`src/rtl/add_resv_station.sv`:
```
// rtl/add_resv_station.sv - FP add/sub reservation station with CDB snoop and dispatch
module add_resv_station #(
  parameter int DATA_W   = 16,
  parameter int TAG_W    = 3,
  parameter int NUM_ENT  = 3,
  parameter int BASE_TAG = 1
) (
  input  logic              Clock,
  input  logic              Resetn,
  input  logic              issue_valid,
  output logic              issue_ready,
  output logic [TAG_W-1:0]  issue_tag,
  input  logic [1:0]        issue_op,
  input  logic [DATA_W-1:0] issue_vj,
  input  logic [DATA_W-1:0] issue_vk,
  input  logic [TAG_W-1:0]  issue_qj,
  input  logic [TAG_W-1:0]  issue_qk,
  input  logic              cdb_valid,
  input  logic [TAG_W-1:0]  cdb_tag,
  input  logic [DATA_W-1:0] CDB,
  input  logic              fu_ready,
  output logic              disp_valid,
  output logic [DATA_W-1:0] resv_out1,
  output logic [DATA_W-1:0] resv_out2,
  output logic [1:0]        OP,
  output logic [TAG_W-1:0]  disp_tag
);

  localparam int IDX_W = (NUM_ENT > 1) ? $clog2(NUM_ENT) : 1;

  typedef enum logic [1:0] {FREE, WAIT, READY, EXEC} ent_state_t;

  ent_state_t        st_r   [NUM_ENT];
  ent_state_t        st_n   [NUM_ENT];
  logic [1:0]        op_r   [NUM_ENT];
  logic [1:0]        op_n   [NUM_ENT];
  logic [DATA_W-1:0] vj_r   [NUM_ENT];
  logic [DATA_W-1:0] vj_n   [NUM_ENT];
  logic [DATA_W-1:0] vk_r   [NUM_ENT];
  logic [DATA_W-1:0] vk_n   [NUM_ENT];
  logic [TAG_W-1:0]  qj_r   [NUM_ENT];
  logic [TAG_W-1:0]  qj_n   [NUM_ENT];
  logic [TAG_W-1:0]  qk_r   [NUM_ENT];
  logic [TAG_W-1:0]  qk_n   [NUM_ENT];

  logic             alloc_any;
  logic [IDX_W-1:0] alloc_idx;
  logic             ready_any;
  logic [IDX_W-1:0] ready_idx;
  logic             issue_fire;
  logic             disp_fire;

  // Lowest-index FREE and READY entries, from registered state only.
  always_comb begin
    alloc_any = 1'b0;
    alloc_idx = '0;
    ready_any = 1'b0;
    ready_idx = '0;
    for (int i = NUM_ENT - 1; i >= 0; i--) begin
      if (st_r[i] == FREE) begin
        alloc_any = 1'b1;
        alloc_idx = IDX_W'(i);
      end
      if (st_r[i] == READY) begin
        ready_any = 1'b1;
        ready_idx = IDX_W'(i);
      end
    end
  end

  assign issue_ready = alloc_any;
  assign issue_tag   = alloc_any ? TAG_W'(BASE_TAG + int'(alloc_idx)) : '0;
  assign issue_fire  = issue_valid && alloc_any;
  assign disp_fire   = fu_ready && ready_any;

  // Per-entry next state: issue with bypass, capture, dispatch, release.
  always_comb begin
    for (int i = 0; i < NUM_ENT; i++) begin
      st_n[i] = st_r[i];
      op_n[i] = op_r[i];
      vj_n[i] = vj_r[i];
      vk_n[i] = vk_r[i];
      qj_n[i] = qj_r[i];
      qk_n[i] = qk_r[i];
      case (st_r[i])
        FREE: begin
          if (issue_fire && alloc_idx == IDX_W'(i)) begin
            op_n[i] = issue_op;
            vj_n[i] = issue_vj;
            vk_n[i] = issue_vk;
            qj_n[i] = issue_qj;
            qk_n[i] = issue_qk;
            if (cdb_valid && issue_qj != '0 && cdb_tag == issue_qj) begin
              vj_n[i] = CDB;
              qj_n[i] = '0;
            end
            if (cdb_valid && issue_qk != '0 && cdb_tag == issue_qk) begin
              vk_n[i] = CDB;
              qk_n[i] = '0;
            end
            st_n[i] = (qj_n[i] == '0 && qk_n[i] == '0) ? READY : WAIT;
          end
        end
        WAIT: begin
          if (cdb_valid && cdb_tag != '0 && qj_r[i] == cdb_tag) begin
            vj_n[i] = CDB;
            qj_n[i] = '0;
          end
          if (cdb_valid && cdb_tag != '0 && qk_r[i] == cdb_tag) begin
            vk_n[i] = CDB;
            qk_n[i] = '0;
          end
          if (qj_n[i] == '0 && qk_n[i] == '0) st_n[i] = READY;
        end
        READY: begin
          if (disp_fire && ready_idx == IDX_W'(i)) st_n[i] = EXEC;
        end
        EXEC: begin
          if (cdb_valid && cdb_tag == TAG_W'(BASE_TAG + i)) st_n[i] = FREE;
        end
        default: st_n[i] = FREE;
      endcase
    end
  end

  // Entry storage register.
  always_ff @(posedge Clock or negedge Resetn) begin
    if (!Resetn) begin
      for (int i = 0; i < NUM_ENT; i++) begin
        st_r[i] <= FREE;
        op_r[i] <= '0;
        vj_r[i] <= '0;
        vk_r[i] <= '0;
        qj_r[i] <= '0;
        qk_r[i] <= '0;
      end
    end else begin
      for (int i = 0; i < NUM_ENT; i++) begin
        st_r[i] <= st_n[i];
        op_r[i] <= op_n[i];
        vj_r[i] <= vj_n[i];
        vk_r[i] <= vk_n[i];
        qj_r[i] <= qj_n[i];
        qk_r[i] <= qk_n[i];
      end
    end
  end

  // Dispatch register toward the adder; data holds when nothing is sent.
  always_ff @(posedge Clock or negedge Resetn) begin
    if (!Resetn) begin
      disp_valid <= 1'b0;
      resv_out1  <= '0;
      resv_out2  <= '0;
      OP         <= '0;
      disp_tag   <= '0;
    end else if (disp_fire) begin
      disp_valid <= 1'b1;
      resv_out1  <= vj_r[ready_idx];
      resv_out2  <= vk_r[ready_idx];
      OP         <= op_r[ready_idx];
      disp_tag   <= TAG_W'(BASE_TAG + int'(ready_idx));
    end else begin
      disp_valid <= 1'b0;
    end
  end

endmodule

```
`config.mk`:
```
export PLATFORM = sky130hd
export DESIGN_NAME = add_resv_station
export DESIGN_NICKNAME = d
export VERILOG_FILES = /design/src/rtl/add_resv_station.sv
export SDC_FILE = /design/constraint.sdc
export NUM_CORES = 1
export LEC_CHECK = 0
export ABC_AREA = 1
export BUFFER_PORTS_ARGS = -buffer_cell sky130_fd_sc_hd__buf_4
export CORE_UTILIZATION = 62
export CTS_BUF_LIST = sky130_fd_sc_hd__clkbuf_16
export DETAILED_ROUTE_END_ITERATION = 10
export PLACE_DENSITY = 0.82
export SLEW_MARGIN = 0
export SYNTH_ARGS = -nofsm -noshare
export SYNTH_HDL_FRONTEND = slang
export SYNTH_SLANG_ARGS = --single-unit
```
`constraint.sdc`:
```
create_clock -name Clock -period 5.95 [get_ports Clock]
set_input_delay 1.19 -clock Clock [delete_from_list [all_inputs] [get_ports Clock]]
set_output_delay 1.19 -clock Clock [all_outputs]
set_load 0.01 [all_outputs]
```
==> results.md <==
* Run status: finished, violations left
* Failing checks: design-rule violations
* Seq cells post-synth at roughly 160
* Max Slew Vio Count at 0
* Routed wl met2 at between 10000 and 15000 um
* CTS clk-pin slew, worst paths at about 0.060 ns
* Minimum clock period at between 3 and 4 ns
* Layout area overhead at 13.4%
* Setup Buffers After CTS at 0
* Pwr/cell area at approximately 570 nW/um^2
* Worst Setup End Kind: register
* Most used cell, CP: inv_1
* Synth Area in Simple Gates at a little under a third
* Final Wtd Congestion at ~0.9
* Multi-input combinational cell area at approximately 4600 sq um
* Final ANT Viol Nets at 0
* Row Count at 44
* Setup WS post-layout at 2.21 ns
* Global-route wire length before repair at between 40000 and 50000 um
* Combinational Power Share at between 50% and 60%
* Post-synthesis instance area at between 9000 and 10000 sq um
* TritonCTS Sinks at approximately 160
* Register area at between 4000 and 5000 sq um
* VDD IR max at between 300 and 400 uV
* Final Hold Viols at 0
* WP buf/inv at 4
* CTS Hold Buffers Added at 0
* Psw at between 2 and 3 mW
* Synth cell types at 34
* Top FF cell, synth: dfrtp_1
* Fin nets at approximately 1500
* Crit path kind: reg2reg
* Worst-path cell chain: inv_1 > ha_2 > inv_1 > o21ai_1 > inv_1 > a21oi_4 > inv_4 > nand2_1 > nand2_1
* Vias at a little over 9000
* Setup TNS Final at 0 ns
* Mux cell area share after synthesis at 0%
* DR iter-0 viols at 1023
* Largest family of logic cells by synthesized area: simple AND/OR/NAND/NOR gates
* Vias in the first global route at 8966
* Worst Tran Pin Value at approximately 1.1 ns
* Switch share at a little under half
* Post-CTS sizing at 0
* Max FO, Critical Path at between 50 and 60
* Highest metal used: met4
* Clk pwr share at around 17%
* Synthesis warning total at 0
* Max-cap viol count at 0
* RSZ-0062 raised after global routing: no
* GRT overflow at 0
* LEAKAGE at roughly 5.5 nW
* PortBufs at between 100 and 150
* Max Buffers Root-to-Sink at 2
* Pre-antenna DRT Iters at 9
* Crit path max-delay family: compound AO/OA/AOI/OAI gates
* CTS tree: done
* Post-synth EDFFs at 0
* Xor/xnor cell area share of the yosys netlist at less than 1%
* Seq pwr share at around 33%
* Total Power at roughly 6.1 mW
* Synth Area in Compound Gates at between 10 and 15%
* M1 WL at 10300 um
* CP arrival at between 4 and 5 ns
* Remaining DRCs at 6
* Max Clock Skew at around 0.0067 ns
* Vias per Instance at 5.88
* H-tree depth at 4
* # fillers at around 1200
* Clock root buffer: clkbuf_16
* Synth Area in Adders at under 10%
* Final period util at 62.9%
* DP Wirelength at 17200 um
* Critical Path Max Stage Delay at around 0.89 ns
* Ys async rst share at 100%
* WL/cell at 16.5 um
* Data required time of the worst path at 6.27 ns
* Reg2Reg Depth at 9
* Int Power at between 3 and 4 mW
* Die outline width at approximately 130 um
* Diodes inserted at 0
* Die area at approximately 16000 sq um
* Worst path slowest cell: ha_2
* Layout cell share with drive strength beyond 1 at 12.8%
* Die height at 125 um
* CTS Buf Count at 17
* Peak Freq at approximately 0.27 GHz
* Effective utilization at floorplan at roughly 64%
* Synthesized area per cell at 7.12 sq um
* Hold path depth at 2
* Clock network latency to the later pin of the worst-skew pair at ~0.43 ns
* Pre-CTS setup slack at approximately 2.3 ns
* Net count after synthesis at around 1400
* Largest net degree at the start of global routing at 78
* Final setup viols at 0
* Largest cells by area after synthesis: dfrtp_1 (43%), nand2_1 (20%), o21ai_1 (6.0%), nor2_1 (4.6%), a21oi_1 (3.8%)
* Core Region at roughly 15000 sq um
* # IOs at between 100 and 150
* Cell count after synthesis at approximately 1300
* Worst min-delay path category: reg2reg
* Sequential area share after synthesis at between 40% and 50%
* Final Routed Wirelength at about 26000 um
* Critical Path Stages at 9
* Initial antenna violation count at 0
* Slew Limit Headroom at 28.3%
* Crit start category: register
* Post-synth top area share at about 43%
* Top cell type by total area after synthesis: dfrtp_1
* Total global-route track usage at a little over a third
* Met3 wire len at about 2200 um
-- Yosys cell counts (all sizes together), types with 2 or more instances --
library cell,number
a211oi,2
a21oi,74
a31oi,19
buf,38
clkbuf,33
clkinv,4
dfrtp,164
ha,21
inv,80
nand2,509
nand3,73
nor2,118
nor3,18
o21ai,159
o31ai,6
xnor2,5
xor2,2
-- routing by layer --
metal | track usage [%] | up-vias
met2 | 57.8 | 491
met3 | 7.49 | 95
met4 | 17.6 | 0
li1 | - | 4395
met1 | 44.6 | 4356
met5 | 0 | -
-- cell families after synthesis --
group                      Yosys count
AOI/OAI and AO/OA                  261
and+or+nand+nor                    719
adders and majority gates           21
xor gates and xnor gates             7
buffers and inverters              155
DFF                                164
-- layout make-up --
cell class / count / share of cell area, %
Multi-Input combinational cell: 1008 / 43.3
Sequential cell: 164 / 38.3
Timing Repair Buffer: 115 / 8.09
Clock buffer: 17 / 3.97
Inverter: 84 / 3.07
Tap cell: 184 / 2.15
Clock inverter: 15 / 1.11
-- cell usage in the layout (no fill, tap or decap), types with 6 or more instances in the layout --
cell and count:
a21oi_1 71, a31oi_1 19, buf_4 114, clkbuf_16 17, clkinv_2 7, dfrtp_1 164
ha_1 18, inv_1 75, nand2_1 502, nand3_1 66, nor2_1 116, nor3_1 17
o21ai_0 44, o21ai_1 113, o31ai_1 6
-- power by group through the flow --
| stage | Combinational (mW) | Clock (mW) | Sequential [mW] |
|---|---|---|---|
| 6_report | 3.03 | 1.03 | 2.01 |
| 3_3_place_gp | 2.91 | 0 | 1.99 |
| 4_1_cts | 3.01 | 1.03 | 1.99 |
| 2_1_floorplan | 2.17 | 0 | 1.97 |
| 3_5_place_dp | 2.98 | 0 | 2.00 |
| 5_1_grt | 3.41 | 1.09 | 2.06 |
-- path summary, 6_finish.rpt --
check / startpoint / end / slack [ns]
max in group asynchronous: Resetn / vk_r[26] / 4.02
hold / removal: vj_r[45] / vj_r[45] / 0.48
setup reg to reg: st_r[5] / vk_r[47] / 2.21
hold reg to reg: vj_r[45] / vj_r[45] / 0.48
setup / recovery: st_r[5] / vk_r[47] / 2.21
min in group asynchronous: Resetn / vj_r[35] / 0.79
-- worst register-to-register path: stages (launching register included) --
cell     delay, ns
dfrtp_1       0.42
inv_1         0.09
ha_2          0.89
inv_1         0.34
o21ai_1       0.71
inv_1         0.25
a21oi_4       0.55
inv_4         0.21
nand2_1       0.12
nand2_1       0.06
-- stage by stage --
step | instances | hold slack (ns) | cell area, sq um | util (%)
final | 1587 | 0.479 | 10700 | 72.9
after global routing | 1587 | 0.490 | 10700 | 72.9
after CTS | 1587 | 0.482 | 10700 | 72.9
after detailed placement | 1555 | 0.465 | 10200 | 69.2
after global placement | 1555 | 0.462 | 10200 | 69.2
after floorplan | 1327 | 0.449 | 9450 | -
-- sequential cells by signal, indices dropped and copies added, names as in the netlist --
register    cells
op_r            6
st_r            6
qj_r            9
disp_tag        3
resv_out1      16
OP              2
vj_r           48
resv_out2      16
qk_r            9
disp_valid      1
vk_r           48
No activity file was read; power rests on OpenSTA's default activity.
